File: src/rtl/shift_seq_pkg.sv
// Shared encodings for the multi-cycle universal shift register.
// Latency: none (types and constants only).
// Backpressure: n/a.
package shift_seq_pkg;

  // Command encodings; also reused as the per-cell next-value select.
  typedef enum logic [1:0] {
    MODE_HOLD = 2'b00,
    MODE_SHR  = 2'b01,
    MODE_SHL  = 2'b10,
    MODE_LOAD = 2'b11
  } mode_e;

  // Sequencer states.
  typedef enum logic {
    ST_IDLE  = 1'b0,
    ST_SHIFT = 1'b1
  } state_e;

endpackage

File: src/rtl/shift_seq_reg_if.sv
// Command/result bundle between a datapath master and the shift register.
// Latency: none (wires only).
// Backpressure: none; commands presented while busy are dropped by the slave.
interface shift_seq_reg_if
  import shift_seq_pkg::*;
#(
  parameter int WIDTH = 8,
  parameter int AMT_W = 3
) ();

  logic             start;
  mode_e            mode;
  logic [AMT_W-1:0] amt;
  logic [WIDTH-1:0] d;
  logic             sin_r;
  logic             sin_l;
  logic [WIDTH-1:0] q;
  logic             busy;
  logic             done;

  modport master (
    output start, mode, amt, d, sin_r, sin_l,
    input  q, busy, done
  );

  modport slave (
    input  start, mode, amt, d, sin_r, sin_l,
    output q, busy, done
  );

endinterface

File: src/rtl/shift_seq_cell.sv
// One register bit: D cell with a 4:1 next-value select (hold/shr/shl/load).
// Latency: 1 cycle from select inputs to q.
// Backpressure: none; the cell follows its select every edge.
module shift_seq_cell
  import shift_seq_pkg::*;
(
  input  logic  c,
  input  logic  re,
  input  mode_e sel,
  input  logic  shr_in,   // value this bit takes on a right shift (bit above, or fill)
  input  logic  shl_in,   // value this bit takes on a left shift (bit below, or fill)
  input  logic  d,
  output logic  q
);

  logic q_n;

  // Next-value mux.
  always_comb begin
    q_n = q;
    unique case (sel)
      MODE_HOLD: q_n = q;
      MODE_SHR:  q_n = shr_in;
      MODE_SHL:  q_n = shl_in;
      MODE_LOAD: q_n = d;
      default:   q_n = q;
    endcase
  end

  // Storage bit with synchronous active-low clear.
  always_ff @(posedge c) begin
    if (!re) q <= 1'b0;
    else     q <= q_n;
  end

endmodule

File: src/rtl/shift_seq_reg.sv
// Multi-cycle universal shift register: hold/shr/shl/load, one shift position per clock.
// Latency: load/hold/amt=0 -> done 1 cycle after start; shift by N -> done N+1 cycles after start.
// Backpressure: busy high while shifting; start is ignored (not queued) until busy drops.
// Build option: define SHIFT_SEQ_ROTATE_EN to rotate instead of filling from sin_r/sin_l.
module shift_seq_reg
  import shift_seq_pkg::*;
#(
  parameter int WIDTH = 8,
  parameter int AMT_W = 3
) (
  input logic c,
  input logic re,
  shift_seq_reg_if.slave bus
);

  state_e           state_q, state_n;
  logic [AMT_W-1:0] cnt_q, cnt_n;
  mode_e            dir_q, dir_n;
  logic             done_q, done_n;
  mode_e            cell_sel;

  logic [WIDTH-1:0] q_vec;
  logic             fill_r;
  logic             fill_l;
  logic [WIDTH-1:0] shr_vec;
  logic [WIDTH-1:0] shl_vec;

`ifdef SHIFT_SEQ_ROTATE_EN
  // Rotate: the bit falling off one end re-enters at the other.
  assign fill_r = q_vec[0];
  assign fill_l = q_vec[WIDTH-1];
`else
  // Serial fill is sampled live at every shift edge, not captured at start.
  assign fill_r = bus.sin_r;
  assign fill_l = bus.sin_l;
`endif

  assign shr_vec = {fill_r, q_vec[WIDTH-1:1]};
  assign shl_vec = {q_vec[WIDTH-2:0], fill_l};

  // One storage cell per bit; all cells share the same select.
  for (genvar i = 0; i < WIDTH; i++) begin : g_cell
    shift_seq_cell u_cell (
      .c      (c),
      .re     (re),
      .sel    (cell_sel),
      .shr_in (shr_vec[i]),
      .shl_in (shl_vec[i]),
      .d      (bus.d[i]),
      .q      (q_vec[i])
    );
  end

  // Next-state, counter, direction latch, done pulse and cell select.
  always_comb begin
    state_n  = state_q;
    cnt_n    = cnt_q;
    dir_n    = dir_q;
    done_n   = 1'b0;
    cell_sel = MODE_HOLD;
    unique case (state_q)
      ST_IDLE: begin
        if (bus.start) begin
          unique case (bus.mode)
            MODE_LOAD: begin
              cell_sel = MODE_LOAD;
              done_n   = 1'b1;
            end
            MODE_SHR, MODE_SHL: begin
              if (bus.amt != '0) begin
                // q is untouched on the accepting edge; shifting starts next edge.
                dir_n   = bus.mode;
                cnt_n   = bus.amt;
                state_n = ST_SHIFT;
              end else begin
                done_n = 1'b1;
              end
            end
            default: done_n = 1'b1;   // HOLD
          endcase
        end
      end
      ST_SHIFT: begin
        // Command inputs are deliberately not looked at while shifting.
        cell_sel = dir_q;
        cnt_n    = cnt_q - AMT_W'(1);
        if (cnt_q == AMT_W'(1)) begin
          state_n = ST_IDLE;
          done_n  = 1'b1;
        end
      end
      default: state_n = ST_IDLE;
    endcase
  end

  // Sequencer state; reset aborts any shift without a done pulse.
  always_ff @(posedge c) begin
    if (!re) begin
      state_q <= ST_IDLE;
      cnt_q   <= '0;
      dir_q   <= MODE_SHR;
      done_q  <= 1'b0;
    end else begin
      state_q <= state_n;
      cnt_q   <= cnt_n;
      dir_q   <= dir_n;
      done_q  <= done_n;
    end
  end

  assign bus.q    = q_vec;
  assign bus.busy = (state_q == ST_SHIFT);
  assign bus.done = done_q;

endmodule

File: src/flat_wrapper.sv
// flat-port wrapper written by rule: the top's interface ports become plain ports
module shift_seq_reg_flat import shift_seq_pkg::*;
#(
  parameter int WIDTH = 8,
  parameter int AMT_W = 3
)
  (c, re, bus_start, bus_mode, bus_amt, bus_d, bus_sin_r, bus_sin_l, bus_q, bus_busy, bus_done);
  shift_seq_reg_if #(.WIDTH(WIDTH), .AMT_W(AMT_W)) bus_i ();
  input logic c;
  input logic re;
  input wire logic [$bits(bus_i.start)-1:0] bus_start;
  input wire logic [$bits(bus_i.mode)-1:0] bus_mode;
  input wire logic [$bits(bus_i.amt)-1:0] bus_amt;
  input wire logic [$bits(bus_i.d)-1:0] bus_d;
  input wire logic [$bits(bus_i.sin_r)-1:0] bus_sin_r;
  input wire logic [$bits(bus_i.sin_l)-1:0] bus_sin_l;
  output wire logic [$bits(bus_i.q)-1:0] bus_q;
  output wire logic [$bits(bus_i.busy)-1:0] bus_busy;
  output wire logic [$bits(bus_i.done)-1:0] bus_done;
  assign bus_i.start = bus_start;
  assign bus_i.mode = bus_mode;
  assign bus_i.amt = bus_amt;
  assign bus_i.d = bus_d;
  assign bus_i.sin_r = bus_sin_r;
  assign bus_i.sin_l = bus_sin_l;
  assign bus_q = bus_i.q;
  assign bus_busy = bus_i.busy;
  assign bus_done = bus_i.done;
  shift_seq_reg #(.WIDTH(WIDTH), .AMT_W(AMT_W)) u_core (.c(c), .re(re), .bus(bus_i));
endmodule
File: config.mk
export PLATFORM = sky130hd
export DESIGN_NAME = shift_seq_reg_flat
export DESIGN_NICKNAME = d
export VERILOG_FILES = /design/src/rtl/shift_seq_pkg.sv /design/src/rtl/shift_seq_reg_if.sv /design/src/rtl/shift_seq_cell.sv /design/src/rtl/shift_seq_reg.sv /design/src/flat_wrapper.sv
export SDC_FILE = /design/constraint.sdc
export NUM_CORES = 1
export LEC_CHECK = 0
export ABC_AREA = 1
export BUFFER_PORTS_ARGS = -buffer_cell sky130_fd_sc_hd__buf_2
export CELL_PAD_IN_SITES_DETAIL_PLACEMENT = 2
export CELL_PAD_IN_SITES_GLOBAL_PLACEMENT = 2
export CORE_ASPECT_RATIO = 1.4
export CORE_MARGIN = 2
export CORE_UTILIZATION = 22
export DETAILED_ROUTE_END_ITERATION = 10
export PLACE_DENSITY = 0.83
export SYNTH_ARGS = -nofsm -noshare
export SYNTH_HDL_FRONTEND = slang
export SYNTH_HIERARCHICAL = 1
export SYNTH_SLANG_ARGS = --single-unit
File: constraint.sdc
create_clock -name c -period 1.8 [get_ports c]
set_clock_uncertainty 0.15 [all_clocks]
set_input_delay 0.45 -clock c [delete_from_list [all_inputs] [get_ports c]]
set_output_delay 0.45 -clock c [all_outputs]
set_load 0.05 [all_outputs]
==> impl_metrics.ini <==
[logic_synthesis]
synth_seq_area_share_pct = 31.0
yosys-top-cells-area = dfxtp_1 31%, nand2_1 21%, inv_1 13%, nor2_1 11%, nand3_1 5.7%
yosysWarnings = 6
ys_seq_elements = 15
synth_top_area_cell = dfxtp_1
synth_nets = 186
synth_top_cell_area_share_pct = 31.0
synth_cell_type_count = 16
async_flop_share_pct = 0
syn_avg_cell_area_um2 = 5.88
postSynthCellCount = 165
synthFlopType = dfxtp_1
synth_edf_count = 0
syn_area_um2 = 970

[setup_path]
cp_data_arrival_time_ns = 1.00
r2r_slack_ns = 0.27
worstRegToRegCells = 9
crit_buf_inv = 1
r2r-end = u_core/g_cell[6].u_cell/q
rr_startpoint = u_core/bus.busy
cp_slowest_cell = dfxtp_2
endpoint_kind = primary output
cp-startpoint = u_core/bus.busy
slowest_delay_ns = 0.44
path_delay_family = flip-flops
path_cells = buf_2
cp-start-kind = register
critPathRequiredTime_ns = 1.20
cp_max_fo = 9
critPathKind = reg -> out

[final_layout]
layout-drive-gt1-share_pct = 24.7
num-fill-cells = 547
n_antenna_cell = 0
mostFrequentLayoutCell = nand2_1
syn2layout_area_growth_pct = 31.0
mostFrequentLayoutCells = 52 x nand2_1, 33 x inv_1, 28 x nor2_1, 27 x buf_2, 14 x dfxtp_1
nNetsFinal = 220

[pwr]
peakVddDrop_uv = 225
leakagePower_uw = 0.000643
total_power_uw = 1010
powerDensity_nw_per_um2 = 795

[run]
maxCapViolations = 0

[place]
dpl.hpwl_um = 2210
gp_congestion = 0.716
portBuffers = 27

[timing]
grt_setup_unrepaired = false
setup_viol = 0
worst_pin_slew_ns = 0.251
timing.slew.headroom_pct = 83.4
timing.fmax_ghz = 0.626
period_needed_ns = 1.60
final_max_slew_viol_count = 0
fin_tns_setup_ns = 0
hold_viol_final = 0
fin_crit_sh_pct = 88.8

[die]
die_y_um = 82.6
core_area_um2 = 4240
start_util_pct = 22.9
die_x_um = 60.1
dieArea_um2 = 4960
num_rows = 28
ios = 28

[clock_network]
worstSkewPairLatency_ns = 0.26
cts_sinks = 15
clock_path_buffers = 2
clk_pin_slew_ns = 0.07
post_cts_buffers = 0
numCtsBuffers = 3
htreeDepth = 1
clock_tree.root_cell = clkbuf_8
cts_tree = done
postCtsHoldBufs = 0
cts_resized = 0

[detailed_routing]
vias = 1094
viasPerCell = 4.24
firstDrtPassIters = 4
ant_nets = 0
drc = 0
wl_um = 2860
drt-initial-drc-count = 27
wl_per_cell_um = 11.1

[global_routing]
gr-usage-all-layers_pct = 12.5
antenna_found_initial = 0
grt_pass1_wl_um = 4720
grt_max_degree = 33
grt_pass1_vias = 1052
overflow = 0

[min_path]
hold_start = bus_mode[1]
hold_path_end = u_core/dir_q[1]
hold_depth = 3
hold_path_class = in -> reg

[outcome]
outcome = finished, final reports clean
## stage by stage
stage                     hold slack [ns]  setup WS [ns]  instance area, um2  util, %  instances
after detailed placement            0.310         0.0600                1220     28.9        254
final                               0.298          0.202                1270     30.0        258
after floorplan                     0.279          0.136                 977        -        165
after global placement              0.291          0.123                1220     28.9        254
after CTS                           0.297          0.179                1270     30.0        258
after global routing                0.317          0.157                1270     30.0        258
## logic make-up (layout without fill, tap and decap cells)
| kind of cell | Yosys count | in the layout | share of synthesized area [%] |
|---|---|---|---|
| buffers and inverters | 34 | 67 | 13.9 |
| AND/OR/NAND/NOR | 106 | 106 | 47.2 |
| adder cells (fa/ha/maj) | 3 | 3 | 3.87 |
| flip-flops | 15 | 15 | 31.0 |
| AO/OA/AOI/OAI | 7 | 7 | 4.00 |
## routing by layer
layer  up-vias  GRT usage [%]  part of all wire, %
met2        22           21.7                   51
met5         -              0                    0
met4         0           4.00                  1.2
met1       515           15.6                   44
met3         5           1.87                  3.4
li1        552              -                    -
## sequential cells by signal (all words and copies together), names as in the netlist
name	flops
u_core/bus.done	1
u_core/dir_q	2
u_core/bus.busy	1
u_core/g_cell.u_cell/q	8
u_core/cnt_q	3
## power by group
| part | total [uW] | switching, uW | internal, uW |
|---|---|---|---|
| Combinational | 325 | 216 | 109 |
| Clock | 292 | 138 | 154 |
| Sequential | 393 | 29.1 | 364 |
## worst max-delay path by stage
stage / to / cells past startpoint
after global routing: u_core/g_cell[3].u_cell/q / 9
final: bus_busy / 1
after CTS: bus_busy / 1
after global placement: u_core/cnt_q[1] / 7
after detailed placement: u_core/g_cell[3].u_cell/q / 9
after floorplan: u_core/g_cell[1].u_cell/q / 9
## final cells by class
cell class              instances  area [um2]  share of cell area [%]
multi-input cells             116         541                    42.6
flip-flops and latches         15         302                    23.7
repair buffers                 30         183                    14.4
inverters                      33         124                    9.75
well taps                      60        75.1                    5.91
clock buffers                   3        41.3                    3.25
clock inverters                 1        5.00                   0.394
## cells in the mapped netlist, types with 2 or more instances
library cell and n:
nand2_1 53, inv_1 33, nor2_1 28, dfxtp_1 15, nand3_1 11, nor2_2 8
a21oi_1 3, ha_1 3, o21ai_0 3, nand3_2 2
(Power assumes the default switching activity.)
